===== src/rtl/dbg_addr_seq.sv =====
// dbg_addr_seq: address sweep generator feeding the priority-case address
// decoder. It walks dbg_addr from 0 up to LAST_ADDR in STRIDE steps, one
// address per accepted beat, and counts completed sweeps (saturating).
//
// Optional build macro: DBG_ADDR_SEQ_WRAP_EN
//   defined   -> continuous sweep: after the last beat the address wraps to
//                0, out_valid stays high, done pulses and sweep_cnt counts
//                on every wrap; the sweep runs until stop or rst.
//   undefined -> a completed sweep ends in DONE with a one-cycle done pulse.
//
// Handshake (out_valid/out_ready): a beat is accepted at a rising clk edge
// where out_valid && out_ready. Once out_valid is high, dbg_addr is held
// stable and out_valid stays high until that beat is accepted; only rst may
// drop an unaccepted beat. out_ready may be high when out_valid is low and
// has no effect then.
//
// dbg_state exposes the FSM state (IDLE=0, RUN=1, DRAIN=2, DONE=3).

module dbg_addr_seq #(
    parameter int unsigned ADDR_W = 32,
    parameter logic [ADDR_W-1:0] LAST_ADDR = 3,
    parameter logic [ADDR_W-1:0] STRIDE = 1,
    parameter int unsigned CNT_W = 16
) (
    input  logic              clk,
    input  logic              rst,
    input  logic              start,
    input  logic              stop,
    input  logic              out_ready,
    output logic              out_valid,
    output logic [ADDR_W-1:0] dbg_addr,
    output logic              busy,
    output logic              done,
    output logic [CNT_W-1:0]  sweep_cnt,
    output logic [1:0]        dbg_state
);

    localparam logic [1:0] ST_IDLE  = 2'd0;
    localparam logic [1:0] ST_RUN   = 2'd1;
    localparam logic [1:0] ST_DRAIN = 2'd2;
    localparam logic [1:0] ST_DONE  = 2'd3;

    // One extra bit so a carry out of the address counts as "past the end".
    localparam logic [ADDR_W:0] LAST_EXT   = {1'b0, LAST_ADDR};
    localparam logic [ADDR_W:0] STRIDE_EXT = {1'b0, STRIDE};

    logic [1:0]        state;
    logic              accept;
    logic [ADDR_W:0]   next_addr;
    logic              is_last;
    logic [CNT_W-1:0]  cnt_next;

    // Beat acceptance and the address that follows it.
    always_comb begin
        accept    = out_valid && out_ready;
        next_addr = {1'b0, dbg_addr} + STRIDE_EXT;
        is_last   = (next_addr > LAST_EXT);
        cnt_next  = (sweep_cnt == {CNT_W{1'b1}}) ? sweep_cnt
                                                 : sweep_cnt + CNT_W'(1);
    end

    // Sweep FSM together with all registered outputs.
    always_ff @(posedge clk) begin
        if (rst) begin
            state     <= ST_IDLE;
            out_valid <= 1'b0;
            dbg_addr  <= '0;
            busy      <= 1'b0;
            done      <= 1'b0;
            sweep_cnt <= '0;
        end else begin
            done <= 1'b0;
            case (state)
                ST_IDLE, ST_DONE: begin
                    // stop beats start; otherwise stay where we are.
                    if (start && !stop) begin
                        state     <= ST_RUN;
                        out_valid <= 1'b1;
                        dbg_addr  <= '0;
                        busy      <= 1'b1;
                    end
                end
                ST_RUN: begin
                    if (stop) begin
                        if (accept) begin
                            // Abort wins even on the last beat: no done, no count.
                            state     <= ST_IDLE;
                            out_valid <= 1'b0;
                            dbg_addr  <= '0;
                            busy      <= 1'b0;
                        end else begin
                            // Beat still pending: hold it until the decoder takes it.
                            state <= ST_DRAIN;
                        end
                    end else if (accept) begin
                        if (is_last) begin
                            done      <= 1'b1;
                            sweep_cnt <= cnt_next;
                            dbg_addr  <= '0;
`ifdef DBG_ADDR_SEQ_WRAP_EN
                            // Continuous sweep: restart at 0 without a gap.
                            out_valid <= 1'b1;
`else
                            state     <= ST_DONE;
                            out_valid <= 1'b0;
                            busy      <= 1'b0;
`endif
                        end else begin
                            dbg_addr <= next_addr[ADDR_W-1:0];
                        end
                    end
                end
                ST_DRAIN: begin
                    // stop is irrelevant here; only acceptance ends the drain.
                    if (accept) begin
                        state     <= ST_IDLE;
                        out_valid <= 1'b0;
                        dbg_addr  <= '0;
                        busy      <= 1'b0;
                    end
                end
                default: begin
                    state     <= ST_IDLE;
                    out_valid <= 1'b0;
                    dbg_addr  <= '0;
                    busy      <= 1'b0;
                end
            endcase
        end
    end

    // Expose the FSM state for checkers.
    always_comb begin
        dbg_state = state;
    end

endmodule

===== config.mk =====
export PLATFORM = sky130hd
export DESIGN_NAME = dbg_addr_seq
export DESIGN_NICKNAME = d
export VERILOG_FILES = /design/src/rtl/dbg_addr_seq.sv
export SDC_FILE = /design/constraint.sdc
export NUM_CORES = 1
export LEC_CHECK = 0
export CAP_MARGIN = 5
export CORE_UTILIZATION = 46
export CTS_CLUSTER_SIZE = 14
export DETAILED_ROUTE_END_ITERATION = 12
export GPL_ROUTABILITY_DRIVEN = 1
export PLACE_DENSITY = 0.76
export SKIP_CTS_REPAIR_TIMING = 1
export SLEW_MARGIN = 20
export SYNTH_ARGS = -nofsm -noshare
export SYNTH_HDL_FRONTEND = slang
export SYNTH_SLANG_ARGS = --single-unit

===== constraint.sdc =====
create_clock -name clk -period 2.4 [get_ports clk]
set_input_delay 0.24 -clock clk [delete_from_list [all_inputs] [get_ports clk]]
set_output_delay 0.24 -clock clk [all_outputs]
set_load 0.1 [all_outputs]

Word-level counts from Yosys, hierarchy flattened
Cells that the tools add are included.
{"block": "totals", "ff_bits": 53, "latch_bits": 0, "ramBits": 0, "mem_bits_ro": 0, "in_bits": 5, "output_inout_bits": 53, "memories": 0}
{"block": "op_classes", "add_sub_neg": 2, "multipliers": 0, "div_mod_pow": 0, "order_cmp": 1, "eq_ne": 8, "shift": 0, "mux": 23, "bitwise_logic": 4, "n_reduce_logical": 10}
{"operator": "$mux 32", "n": 5}
{"operator": "$pmux 32 s3", "n": 1}
{"operator": "$add 32x1->33 const B", "n": 1}
{"operator": "$gt 33x2->1 const B", "n": 1}
{"operator": "$add 16x1->16 const B", "n": 1}
{"operator": "$eq 16x16->1 const B", "n": 1}
{"operator": "$mux 2", "n": 6}
{"operator": "$mux 1", "n": 8}
{"operator": "$ne 3x3->1 const B", "n": 2}
{"operator": "$pmux 1 s3", "n": 2}
{"operator": "$pmux 2 s3", "n": 1}
{"operator": "$reduce_and 5->1", "n": 1}
{"operator": "$eq 2x2->1 const B", "n": 2}
{"operator": "$ne 2x2->1 const B", "n": 2}
{"operator": "$not 1->1", "n": 4}
{"operator": "$reduce_and 4->1", "n": 1}
{"operator": "$reduce_or 4->1", "n": 1}
{"operator": "$reduce_and 3->1", "n": 1}
{"operator": "$eq 2x1->1 const B", "n": 1}
{"operator": "$logic_and 1x1->1", "n": 2}
{"operator": "$logic_not 2->1", "n": 1}
{"operator": "$reduce_and 2->1", "n": 1}
{"operator": "$reduce_or 2->1", "n": 1}
{"operator": "$logic_not 1->1", "n": 1}

Logic depth before layout (Yosys ltp)
{"block": "depth", "ltp_word": 6, "mapped_depth": 10, "depth_no_buf": 9}

Worst setup path before layout
OpenSTA, ideal clock, no wires.
{"block": "synth_timing", "kind": "reg-to-reg", "startpoint": "reg dbg_addr[2]", "endpoint": "reg sweep_cnt[13]", "setup_time_ns": 0.123, "t_arrival_ns": 3.309, "slack_ns": -1.032, "stages_incl_launch_ff": 9, "path_buffers": 0, "period_less_slack_ns": 3.432, "cell_sequence": "dfxtp_1 > nand4_4 > nor4_4 > nand4_1 > mux2i_1 > o211ai_1 > nor4_4 > nor3_1 > mux2_1"}
{"block": "synth_via", "elab_chain_cells": 3}
{"element": "from (decl)", "line_no": "31", "text": "output logic [ADDR_W-1:0] dbg_addr,"}
{"element": "from (signal assigned)", "line_no": "109", "text": "dbg_addr <= next_addr[ADDR_W-1:0];"}
{"element": "$add 32x1->33", "line_no": "56", "text": "next_addr = {1'b0, dbg_addr} + STRIDE_EXT;"}
{"element": "$gt 33x2->1", "line_no": "57", "text": "is_last = (next_addr > LAST_EXT);"}
{"element": "$reduce_and 5->1 (no line)"}
{"element": "to (signal assigned)", "line_no": "98", "text": "sweep_cnt <= cnt_next;"}
{"element": "to (decl)", "line_no": "34", "text": "output logic [CNT_W-1:0] sweep_cnt,"}
No other way between the ends.
A chain may end at the register's enable or synchronous reset.

Worst setup path after layout
{"block": "layout_timing", "startpoint": "reg dbg_addr[13]", "endpoint": "reg sweep_cnt[13]"}
The elaborated chain is that of the path after synthesis.

==> run metrics <==
status=finished with violations; failing checks=setup timing; placed insts=507; syn_area_per_cell=8.50 um2; # clock sinks=53; Synth warnings=0; row cnt=28; reg2reg end=sweep_cnt[13]; Power Total=2.11 mW; Fillers=482; DR iter-0 viols=125; CP startpoint=dbg_addr[13]; Post-synth EDFFs=0; slew at the pin closest to its max-slew limit=485 ps; CP Max Fanout=5; utilization after layout=69.0%; R2R depth=10; first-pass GRT wire length=11800 um; Worst Hold Slack=496 ps; gr usage total=23.0%; die height=80.7 um; asr flop ratio synth=0%; vias in the first global route=2597; Vias/cell=5.62; Setup crit start kind=flip-flop; Final Non-Filler Cells=519; Area contributors post-synth=dfxtp_1, and2_1, nand3_1; H-tree Lvls=2; total I/O pin count=58; Cells after Synth=335; hold_sp=busy; residual DRC count=0; setup ws final=-139 ps; Mapped Area=0.00285 mm2; required time at the worst-slack endpoint=2610 ps; drt pass-1 iters=4; Worst-path clk slew=90 ps; initial antenna violation count=0; die area=0.00651 mm2; slowest CP cell=nor4_4; Max transition margin=67.6%; # diodes=0; post-synthesis sequential area ratio=37.3%; Max rail drop VDD=898 uV; static leakage=1.71 nW; total of max-cap violations=0; most frequent cell after synthesis=dfxtp_1; Final Instance Area=0.00411 mm2; CTS Buf Count=5; CP endpoint kind=flip-flop; critical path class=flip-flop to flip-flop; WP buf/inv=2; worst reg2reg setup slack=-140 ps; WL per Instance=14.3 um; ys flop type=dfxtp_1; Worst Skew=3.66 ps; hold depth=2; final setup fails=19; I/O Buffers=57; DP Worst Slack=-109 ps; TritonCTS clock tree=done; Synth area leader=dfxtp_1; Post-Route WL=7440 um; die extent in x=80.7 um; CP cell instances=nand4_1 > nor4_2 > buf_4 > xor2_1 > o21ai_1 > nand3_2 > nor4_4 > buf_4 > nor3_1 > mux2_1; GR Overflow Total=0; crit-path leading delay family=simple AND/OR/NAND/NOR gates; Cell Pwr Density=514 mW/mm2; antenna viol nets, final=0; setup TNS=-1080 ps; Initial Utilization=47.8%; area delta synth->final=44.3%; GPL Wtd Cong=0.887; Core Region=0.00596 mm2; layout cells sized above 1=42.6%; fin crit period=2540 ps; f_max=394 MHz; Worst R2R Start=dbg_addr[13]; Synth cell types=49; dpl hpwl=5370 um; Final Hold Fails=0; Final #Nets=453; hold path endpoint=busy; Synth top area share=37.3%; most repeated library cell on the critical path=buf_4; clk_lat worst skew=310 ps; Synth Net Count=345; Root Buffer=clkbuf_8; Hold WC Path Type=flip-flop to flip-flop; Clock Path Buffers=2; largest net degree at the start of global routing=31; via count=2916; crit-path max cell delay=360 ps; RSZ-0062 raised after global routing=true; max-slew violations=0; Seq cells post-synth=53; CP Data Arrival Time=2740 ps; Placement Cell Area=0.00386 mm2; most instantiated cells after synthesis=dfxtp_1, and2_1, nand2_1, nand3_1, nor2_1; ratio of final minimum period to clock period=106%
kinds of logic after synthesis:
group,after synthesis,share of synthesized area [%]
adders and majority gates,5,2.20
buffers and inverters,14,2.37
AOI/OAI and AO/OA,51,11.4
and+or+nand+nor,190,39.2
xor gates and xnor gates,11,3.38
muxes,11,4.17
DFF,53,37.3
worst max-delay path by stage:
| stage | to | slack [ps] | cells past startpoint |
|---|---|---|---|
| 4_1_cts | sweep_cnt[9] | -130 | 10 |
| 6_report | sweep_cnt[13] | -140 | 10 |
| 5_1_grt | dbg_state[0] | -270 | 10 |
| 2_1_floorplan | sweep_cnt[13] | -240 | 8 |
| 3_3_place_gp | sweep_cnt[9] | -40 | 10 |
| 3_5_place_dp | sweep_cnt[9] | -110 | 10 |
placed cells by master (no fill, tap or decap), types with 7 or more instances in the layout:
| cell type | instances |
|---|---|
| nand4_1 | 19 |
| o21ai_1 | 11 |
| nand3_1 | 22 |
| dfxtp_4 | 22 |
| a21oi_1 | 13 |
| nand2_1 | 24 |
| nor2b_1 | 8 |
| and2_1 | 31 |
| xor2_1 | 7 |
| buf_4 | 102 |
| nor3_1 | 11 |
| or3_1 | 12 |
| dfxtp_2 | 16 |
| dfxtp_1 | 15 |
| nor2_1 | 19 |
worst register-to-register path, stage by stage, from the launching register on:
cell and delay [ps]:
dfxtp_4 350, nand4_1 230, nor4_2 320, buf_4 170, xor2_1 60, o21ai_1 260, nand3_2 130, nor4_4 360
buf_4 210, nor3_1 60, mux2_1 310
final cells by class:
class	instances	area [um2]	area share (%)
tap	75	93.8	2.28
multi-input combinational	268	1860	45.3
timing repair buffer	111	865	21.0
inverter	4	15.0	0.365
clock buffer	8	111	2.71
sequential	53	1160	28.3
where the power goes:
group | total, mW | leakage [nW] | internal [mW] | switching (mW)
Clock | 0.595 | 0.0566 | 0.299 | 0.296
Sequential | 0.916 | 0.453 | 0.889 | 0.0272
Combinational | 0.600 | 1.20 | 0.186 | 0.414
Total | 2.11 | 1.71 | 1.37 | 0.738
routing by layer:
| metal | global-route usage (%) | wire, um |
|---|---|---|
| met4 | 6.61 | 123 |
| met2 | 39.4 | 3680 |
| met5 | 0 | 0 |
| met3 | 4.55 | 380 |
| met1 | 28.9 | 3270 |
registers in the layout, summed over array words and instances, names as in the netlist:
signal     flops
busy           1
dbg_addr      32
dbg_state      2
done           1
out_valid      1
sweep_cnt     16
No activity file was read; power rests on OpenSTA's default activity.
